File: config.mk
export PLATFORM = sky130hd
export DESIGN_NAME = ex_issue_stage_flat
export DESIGN_NICKNAME = d
export VERILOG_FILES = /design/src/rtl/ex_issue_stage_if.sv /design/src/rtl/ex_issue_stage.sv /design/src/flat_wrapper.sv
export SDC_FILE = /design/constraint.sdc
export NUM_CORES = 1
export LEC_CHECK = 0
export ABC_AREA = 1
export CAP_MARGIN = 20
export CORE_UTILIZATION = 40
export DETAILED_ROUTE_END_ITERATION = 12
export PLACE_DENSITY = 0.73
export SKIP_CTS_REPAIR_TIMING = 1
export SYNTH_ARGS = -nofsm -noshare
export SYNTH_HDL_FRONTEND = slang
export SYNTH_SLANG_ARGS = --single-unit
File: constraint.sdc
create_clock -name clk -period 4.1 [get_ports clk]
set_input_delay 0.82 -clock clk [delete_from_list [all_inputs] [get_ports clk]]
set_output_delay 0.82 -clock clk [all_outputs]
set_load 0.01 [all_outputs]
File: src/rtl/ex_issue_stage_if.sv
// Issue-stage bundle: upstream instruction/operand handshake, EX/MEM and MEM/WB forwarding taps,
// and the registered ALU-facing outputs. "slave" is the issue stage, "master" its environment.
interface ex_issue_stage_if #(
  parameter int unsigned XLEN = 32
);
  logic            in_valid;
  logic            in_ready;
  logic [31:0]     instr;
  logic [XLEN-1:0] pc;
  logic [XLEN-1:0] rs1_data;
  logic [XLEN-1:0] rs2_data;
  logic            exmem_we;
  logic [4:0]      exmem_rd;
  logic [XLEN-1:0] exmem_data;
  logic            memwb_we;
  logic [4:0]      memwb_rd;
  logic [XLEN-1:0] memwb_data;
  logic            flush;
  logic            out_valid;
  logic            out_ready;
  logic [XLEN-1:0] alu_a;
  logic [XLEN-1:0] alu_b;
  logic [3:0]      alu_op;
  logic [4:0]      out_rd;
  logic            out_we;
  logic [XLEN-1:0] out_pc;
  logic            out_illegal;

  modport slave (
    input  in_valid, instr, pc, rs1_data, rs2_data,
    input  exmem_we, exmem_rd, exmem_data, memwb_we, memwb_rd, memwb_data,
    input  flush, out_ready,
    output in_ready, out_valid, alu_a, alu_b, alu_op, out_rd, out_we, out_pc, out_illegal
  );

  modport master (
    output in_valid, instr, pc, rs1_data, rs2_data,
    output exmem_we, exmem_rd, exmem_data, memwb_we, memwb_rd, memwb_data,
    output flush, out_ready,
    input  in_ready, out_valid, alu_a, alu_b, alu_op, out_rd, out_we, out_pc, out_illegal
  );
endinterface

File: src/rtl/ex_issue_stage.sv
// RV32I decode/issue stage: decodes to a 4-bit ALU opcode, selects and forwards operands, and
// holds them in a valid/ready output register feeding the execute ALU.
module ex_issue_stage #(
  parameter int unsigned XLEN = 32
) (
  input logic           clk,
  input logic           rst,
  ex_issue_stage_if.slave bus
);

  typedef enum logic [3:0] {
    AluAdd  = 4'd0,
    AluSub  = 4'd1,
    AluAnd  = 4'd2,
    AluOr   = 4'd3,
    AluXor  = 4'd4,
    AluSll  = 4'd5,
    AluSrl  = 4'd6,
    AluSra  = 4'd7,
    AluSlt  = 4'd8,
    AluSltu = 4'd9
  } alu_op_e;

  localparam logic [6:0] OpcOp     = 7'b0110011;
  localparam logic [6:0] OpcOpImm  = 7'b0010011;
  localparam logic [6:0] OpcLui    = 7'b0110111;
  localparam logic [6:0] OpcAuipc  = 7'b0010111;
  localparam logic [6:0] OpcLoad   = 7'b0000011;
  localparam logic [6:0] OpcStore  = 7'b0100011;
  localparam logic [6:0] OpcBranch = 7'b1100011;
  localparam logic [6:0] F7Zero    = 7'b0000000;
  localparam logic [6:0] F7Alt     = 7'b0100000;

  logic [6:0]      opcode;
  logic [2:0]      funct3;
  logic [6:0]      funct7;
  logic [4:0]      rs1, rs2, rd;
  logic [XLEN-1:0] imm_i, imm_s, imm_u, shamt;
  logic [XLEN-1:0] rs1_fwd, rs2_fwd;

  assign opcode = bus.instr[6:0];
  assign rd     = bus.instr[11:7];
  assign funct3 = bus.instr[14:12];
  assign rs1    = bus.instr[19:15];
  assign rs2    = bus.instr[24:20];
  assign funct7 = bus.instr[31:25];
  assign imm_i  = {{20{bus.instr[31]}}, bus.instr[31:20]};
  assign imm_s  = {{20{bus.instr[31]}}, bus.instr[31:25], bus.instr[11:7]};
  assign imm_u  = {bus.instr[31:12], 12'b0};
  assign shamt  = {27'b0, bus.instr[24:20]};

  // Youngest producer wins; x0 always reads as zero regardless of any pending write to it.
  always_comb begin
    rs1_fwd = bus.rs1_data;
    if (rs1 == 5'd0)                                rs1_fwd = '0;
    else if (bus.exmem_we && bus.exmem_rd == rs1)   rs1_fwd = bus.exmem_data;
    else if (bus.memwb_we && bus.memwb_rd == rs1)   rs1_fwd = bus.memwb_data;

    rs2_fwd = bus.rs2_data;
    if (rs2 == 5'd0)                                rs2_fwd = '0;
    else if (bus.exmem_we && bus.exmem_rd == rs2)   rs2_fwd = bus.exmem_data;
    else if (bus.memwb_we && bus.memwb_rd == rs2)   rs2_fwd = bus.memwb_data;
  end

  alu_op_e         f3_op;
  alu_op_e         alu_op_d, alu_op_q;
  logic [XLEN-1:0] alu_a_d, alu_a_q, alu_b_d, alu_b_q, out_pc_q;
  logic [4:0]      out_rd_d, out_rd_q;
  logic            out_we_d, out_we_q, illegal_d, illegal_q, valid_q;
  logic            writes_rd;

  // Shared OP / OP-IMM mapping for the funct3 values that need no funct7 qualifier.
  always_comb begin
    f3_op = AluAdd;
    unique case (funct3)
      3'b001:  f3_op = AluSll;
      3'b010:  f3_op = AluSlt;
      3'b011:  f3_op = AluSltu;
      3'b100:  f3_op = AluXor;
      3'b110:  f3_op = AluOr;
      3'b111:  f3_op = AluAnd;
      default: f3_op = AluAdd;
    endcase
  end

  always_comb begin
    alu_op_d  = AluAdd;
    alu_a_d   = '0;
    alu_b_d   = '0;
    illegal_d = 1'b0;
    writes_rd = 1'b0;
    unique case (opcode)
      OpcOp: begin
        alu_a_d   = rs1_fwd;
        alu_b_d   = rs2_fwd;
        writes_rd = 1'b1;
        if (funct3 == 3'b000 || funct3 == 3'b101) begin
          if (funct7 == F7Zero)     alu_op_d = (funct3 == 3'b000) ? AluAdd : AluSrl;
          else if (funct7 == F7Alt) alu_op_d = (funct3 == 3'b000) ? AluSub : AluSra;
          else                      illegal_d = 1'b1;
        end else begin
          alu_op_d  = f3_op;
          illegal_d = (funct7 != F7Zero);
        end
      end
      OpcOpImm: begin
        alu_a_d   = rs1_fwd;
        alu_b_d   = imm_i;
        writes_rd = 1'b1;
        alu_op_d  = f3_op;
        if (funct3 == 3'b001) begin
          alu_b_d   = shamt;
          illegal_d = (funct7 != F7Zero);
        end else if (funct3 == 3'b101) begin
          alu_b_d = shamt;
          if (funct7 == F7Zero)     alu_op_d = AluSrl;
          else if (funct7 == F7Alt) alu_op_d = AluSra;
          else                      illegal_d = 1'b1;
        end
      end
      OpcLui: begin
        alu_b_d   = imm_u;
        writes_rd = 1'b1;
      end
      OpcAuipc: begin
        alu_a_d   = bus.pc;
        alu_b_d   = imm_u;
        writes_rd = 1'b1;
      end
      OpcLoad: begin
        alu_a_d   = rs1_fwd;
        alu_b_d   = imm_i;
        writes_rd = 1'b1;
      end
      OpcStore: begin
        alu_a_d = rs1_fwd;
        alu_b_d = imm_s;
      end
      OpcBranch: begin
        alu_a_d = rs1_fwd;
        alu_b_d = rs2_fwd;
        unique case (funct3)
          3'b000, 3'b001: alu_op_d  = AluSub;
          3'b100, 3'b101: alu_op_d  = AluSlt;
          3'b110, 3'b111: alu_op_d  = AluSltu;
          default:        illegal_d = 1'b1;
        endcase
      end
      default: illegal_d = 1'b1;
    endcase

    out_rd_d = writes_rd ? rd : 5'd0;
    out_we_d = writes_rd && (rd != 5'd0);

    // Illegal instructions still issue so the exception travels down the pipe, but inertly.
    if (illegal_d) begin
      alu_op_d = AluAdd;
      alu_a_d  = '0;
      alu_b_d  = '0;
      out_rd_d = 5'd0;
      out_we_d = 1'b0;
    end
  end

  logic accept;
  assign bus.in_ready = ~valid_q | bus.out_ready;
  assign accept       = bus.in_valid & bus.in_ready;

  always_ff @(posedge clk or posedge rst) begin
    if (rst) begin
      valid_q   <= 1'b0;
      alu_op_q  <= AluAdd;
      alu_a_q   <= '0;
      alu_b_q   <= '0;
      out_rd_q  <= 5'd0;
      out_we_q  <= 1'b0;
      out_pc_q  <= '0;
      illegal_q <= 1'b0;
    end else if (bus.flush) begin
      valid_q <= 1'b0;
    end else if (accept) begin
      valid_q   <= 1'b1;
      alu_op_q  <= alu_op_d;
      alu_a_q   <= alu_a_d;
      alu_b_q   <= alu_b_d;
      out_rd_q  <= out_rd_d;
      out_we_q  <= out_we_d;
      out_pc_q  <= bus.pc;
      illegal_q <= illegal_d;
    end else if (valid_q && bus.out_ready && !bus.in_valid) begin
      valid_q <= 1'b0;
    end
  end

  assign bus.out_valid   = valid_q;
  assign bus.alu_op      = alu_op_q;
  assign bus.alu_a       = alu_a_q;
  assign bus.alu_b       = alu_b_q;
  assign bus.out_rd      = out_rd_q;
  assign bus.out_we      = out_we_q;
  assign bus.out_pc      = out_pc_q;
  assign bus.out_illegal = illegal_q;

endmodule

File: src/flat_wrapper.sv
// flat-port wrapper written by rule: the top's interface ports become plain ports
module ex_issue_stage_flat 
#(
  parameter int unsigned XLEN = 32
)
  (clk, rst, bus_in_valid, bus_instr, bus_pc, bus_rs1_data, bus_rs2_data, bus_exmem_we, bus_exmem_rd, bus_exmem_data, bus_memwb_we, bus_memwb_rd, bus_memwb_data, bus_flush, bus_out_ready, bus_in_ready, bus_out_valid, bus_alu_a, bus_alu_b, bus_alu_op, bus_out_rd, bus_out_we, bus_out_pc, bus_out_illegal);
  ex_issue_stage_if #(.XLEN(XLEN)) bus_i ();
  input logic clk;
  input logic rst;
  input wire logic [$bits(bus_i.in_valid)-1:0] bus_in_valid;
  input wire logic [$bits(bus_i.instr)-1:0] bus_instr;
  input wire logic [$bits(bus_i.pc)-1:0] bus_pc;
  input wire logic [$bits(bus_i.rs1_data)-1:0] bus_rs1_data;
  input wire logic [$bits(bus_i.rs2_data)-1:0] bus_rs2_data;
  input wire logic [$bits(bus_i.exmem_we)-1:0] bus_exmem_we;
  input wire logic [$bits(bus_i.exmem_rd)-1:0] bus_exmem_rd;
  input wire logic [$bits(bus_i.exmem_data)-1:0] bus_exmem_data;
  input wire logic [$bits(bus_i.memwb_we)-1:0] bus_memwb_we;
  input wire logic [$bits(bus_i.memwb_rd)-1:0] bus_memwb_rd;
  input wire logic [$bits(bus_i.memwb_data)-1:0] bus_memwb_data;
  input wire logic [$bits(bus_i.flush)-1:0] bus_flush;
  input wire logic [$bits(bus_i.out_ready)-1:0] bus_out_ready;
  output wire logic [$bits(bus_i.in_ready)-1:0] bus_in_ready;
  output wire logic [$bits(bus_i.out_valid)-1:0] bus_out_valid;
  output wire logic [$bits(bus_i.alu_a)-1:0] bus_alu_a;
  output wire logic [$bits(bus_i.alu_b)-1:0] bus_alu_b;
  output wire logic [$bits(bus_i.alu_op)-1:0] bus_alu_op;
  output wire logic [$bits(bus_i.out_rd)-1:0] bus_out_rd;
  output wire logic [$bits(bus_i.out_we)-1:0] bus_out_we;
  output wire logic [$bits(bus_i.out_pc)-1:0] bus_out_pc;
  output wire logic [$bits(bus_i.out_illegal)-1:0] bus_out_illegal;
  assign bus_i.in_valid = bus_in_valid;
  assign bus_i.instr = bus_instr;
  assign bus_i.pc = bus_pc;
  assign bus_i.rs1_data = bus_rs1_data;
  assign bus_i.rs2_data = bus_rs2_data;
  assign bus_i.exmem_we = bus_exmem_we;
  assign bus_i.exmem_rd = bus_exmem_rd;
  assign bus_i.exmem_data = bus_exmem_data;
  assign bus_i.memwb_we = bus_memwb_we;
  assign bus_i.memwb_rd = bus_memwb_rd;
  assign bus_i.memwb_data = bus_memwb_data;
  assign bus_i.flush = bus_flush;
  assign bus_i.out_ready = bus_out_ready;
  assign bus_in_ready = bus_i.in_ready;
  assign bus_out_valid = bus_i.out_valid;
  assign bus_alu_a = bus_i.alu_a;
  assign bus_alu_b = bus_i.alu_b;
  assign bus_alu_op = bus_i.alu_op;
  assign bus_out_rd = bus_i.out_rd;
  assign bus_out_we = bus_i.out_we;
  assign bus_out_pc = bus_i.out_pc;
  assign bus_out_illegal = bus_i.out_illegal;
  ex_issue_stage #(.XLEN(XLEN)) u_core (.clk(clk), .rst(rst), .bus(bus_i));
endmodule
==> run_results.csv <==
group,metric,value,unit
pwr,switchingPower,821.3,uW
final_layout,drive_gt1_share,3.856,%
timing,fin_skew,0.007679,ns
worst_setup_path,critPathCaptureType,"register",
route,ant_nets,0,
floorplanning,die_y,139.3,microns
timing,fmax,329.0,MHz
placed_design,place_inst,1769,
synthesis,synth_top_family_by_area,"simple AND/OR/NAND/NOR gates",
floorplanning,num_io_pins,318,
synthesis,synthMuxAreaShare,0,%
global_routing,grt_pass1_wl,48120,microns
route,routedWlPerCell,17.35,microns
final_layout,multi_input_area,4374,sq um
synthesis,ys_seq_area_share,35.84,%
hold_path,min-delay-start,"u_core.bus.out_pc[24]",
synthesis,netlist_area,7540,sq um
route,drc,0,
pwr,p_per_area,247.9,nW/um^2
worst_setup_path,cp.required,4.35,ns
timing,hold_viol,0,
route,via_per_inst,5.098,
placed_design,hpwlAfterDp,23090,microns
placed_design,port_buffers,317,
synthesis,synth_top_area_share,35.84,%
pwr,combPwrFrac,24.5,%
global_routing,grt_max_degree,69,
synthesis,ys_types,28,
worst_setup_path,crit_start,"bus_instr[17]",
synthesis,yosys.area_share.simple,53.50,%
timing,min_period_over_period,74.14,%
synthesis,synth_nets,1484,
timing,drv_slew,0,
worst_setup_path,rr_startpoint,"u_core.bus.out_valid",
job,drv_cap,0,
worst_setup_path,critPathMaxFanout,20,
final_layout,num-nets-final,1765,
synthesis,synth_seq_cells,108,
floorplanning,start_util,41.41,%
clock_tree,cts_tree,"built",
final_layout,instances_no_fill,1786,
synthesis,synth-xor-area-share,0,%
clock_tree,numCtsBuffers,9,
floorplanning,die-area,19400,sq um
worst_setup_path,start_kind,"input port",
route,routed_wl,30990,microns
synthesis,syn_area_per_cell,5.937,sq um
timing,rsz0062_at_grt,"no",
final_layout,nFillCells,1758,
clock_tree,htree_levels,3,
floorplanning,rows,49,
final_layout,regArea,2703,sq um
pwr,power_frac_seq,40.9,%
floorplanning,die_x,139.3,microns
pwr,ir_drop,0.0001941,V
clock_tree,worstSkewPairLatency,0.36,ns
pwr,clkPwrFrac,34.6,%
worst_setup_path,worstSetupPathType,"in2reg",
route,firstDrtPassIters,5,
route,num_vias,9105,
synthesis,synth_compound_area_share,3.037,%
timing,setup_viol,0,
floorplanning,core_area,18210,sq um
clock_tree,cts_buffer_depth,2,
hold_path,min_path_type,"reg2reg",
timing,tns,0,ns
synthesis,synthAdderAreaFrac,0.8297,%
global_routing,gr-total-overflow,0,
route,drt-initial-drc-count,793,
clock_tree,cts.reportedPaths.clkPinSlew,0.08,ns
clock_tree,cts.sinks,108,
pwr,p_leak,0.005937,uW
synthesis,ys_warn_count,0,
run_status,outcome,"finished clean",
timing,fin_crit,3.040,ns
timing,worstMarginPinSlew,0.9083,ns
global_routing,grt_pass1_vias,8689,
synthesis,synth_area_leaders,"dfrtp_1, nand2_1, nand3_1, nor2_1, inv_1",
worst_setup_path,cp.arrival,3.29,ns
synthesis,synth_largest_area_cell,"dfrtp_1",
global_routing,grt.total_usage,31.95,%
placed_design,globalplace.congestion,0.9180,
pwr,p_int,1962,uW
synthesis,synth_cells,1270,
global_routing,antenna_found_initial,1,
final_layout,areaGrowthSynthToFinish,48.87,%
pwr,swShare,29.51,%
timing,relSlewSlack,39.31,%
clock_tree,cts-root-buf,"clkbuf_16",
==> layout make-up <==
type,instances,share of cell area [%]
multi-input cells,1047,38.97
repair buffers,335,29.81
flip-flops and latches,108,24.08
well taps,229,2.553
clock buffers,10,2.129
inverters,50,1.717
clock inverters,6,0.7246
diodes,1,0.02229
==> worst max-delay path: stages <==
cell             delay [ns]
clkdlybuf4s50_1        0.56
inv_1                  0.13
nand2_1                0.08
nand2_1                0.10
nor2_1                 0.11
nand3_1                0.58
buf_4                  0.47
nand2_1                0.09
nand3_1                0.06
nand2_1                0.12
nand2_1                0.05
nand2_1                0.06
nand2_1                0.05
==> state kept, by name (all words and copies together), names as in the netlist <==
signal	flops
u_core.bus.alu_a	32
u_core.bus.out_illegal	1
u_core.bus.out_we	1
u_core.bus.out_pc	32
u_core.bus.alu_b	32
u_core.bus.out_valid	1
u_core.bus.out_rd	5
u_core.bus.alu_op	4
==> cell usage in the layout, fill, tap and decap left out, drive strengths merged, types with 2 or more instances in the layout <==
cell           instances
a21boi                 5
a21oi                 24
buf                   18
clkbuf                10
clkdlybuf4s50        317
clkinv                 4
dfrtp                108
ha                     5
inv                   51
nand2                645
nand3                155
nand4                  2
nor2                 195
nor3                   3
o211ai                 2
o21ai                  9
==> worst paths after layout <==
kind | endpoint | cells past startpoint | slack (ns)
setup reg to reg | u_core.bus.alu_b[2] | 7 | 1.98
hold / removal | u_core.bus.out_pc[24] | 2 | 0.47
setup / recovery | u_core.bus.alu_a[10] | 13 | 1.06
min in group asynchronous | u_core.bus.out_pc[29] | 2 | 1.02
max in group asynchronous | u_core.bus.out_rd[2] | 3 | 2.32
hold reg to reg | u_core.bus.out_pc[24] | 2 | 0.47
==> metrics by stage <==
step	area, sq um	utilization [%]	setup slack [ns]	hold WS [ns]	power, uW
6_report	11220	61.64	1.060	0.4737	2783
5_1_grt	11220	61.64	0.9402	0.4914	2897
4_1_cts	11220	61.63	1.092	0.4772	2798
3_5_place_dp	10900	59.87	0.7169	0.4584	1838
3_3_place_gp	10900	59.87	0.7225	0.4528	1837
2_1_floorplan	7540	-	0.4344	0.5086	1415
==> power by group through the flow <==
stage	clock, uW	sequential (uW)	combinational, uW
6_report	962	1140	682
5_1_grt	1010	1140	737
4_1_cts	977	1140	681
3_5_place_dp	0	1160	678
3_3_place_gp	0	1160	678
2_1_floorplan	0	1180	231
==> cell usage after synthesis <==
cell,n
nand2_1,645
nor2_1,190
nand3_1,152
dfrtp_1,108
inv_1,41
clkbuf_1,29
a21oi_1,24
buf_2,22
inv_2,8
buf_1,7
buf_6,7
o21ai_0,7
a21boi_0,5
ha_1,5
nand3_2,3
nor2_2,2
nor2_4,2
nor3_1,2
o211ai_1,2
clkinv_1,1
nand4_1,1
nand4_4,1
nor2_8,1
nor3_2,1
nor4_1,1
o21ai_1,1
o21ai_2,1
o31ai_1,1
==> routing by layer <==
| layer | global-route usage [%] | vias to the layer above | wire [microns] |
|---|---|---|---|
| li1 | - | 4507 | - |
| met1 | 40.42 | 4098 | 12790 |
| met2 | 53.58 | 429 | 14830 |
| met3 | 6.022 | 71 | 2321 |
| met4 | 12.92 | 0 | 1045 |
| met5 | 0 | - | 0 |
==> cell families after synthesis <==
group | after synthesis
flops | 108
simple gates | 1001
fa+ha+maj | 5
compound gates | 41
buf+inv | 115
Power figures use the tool's default switching activity.
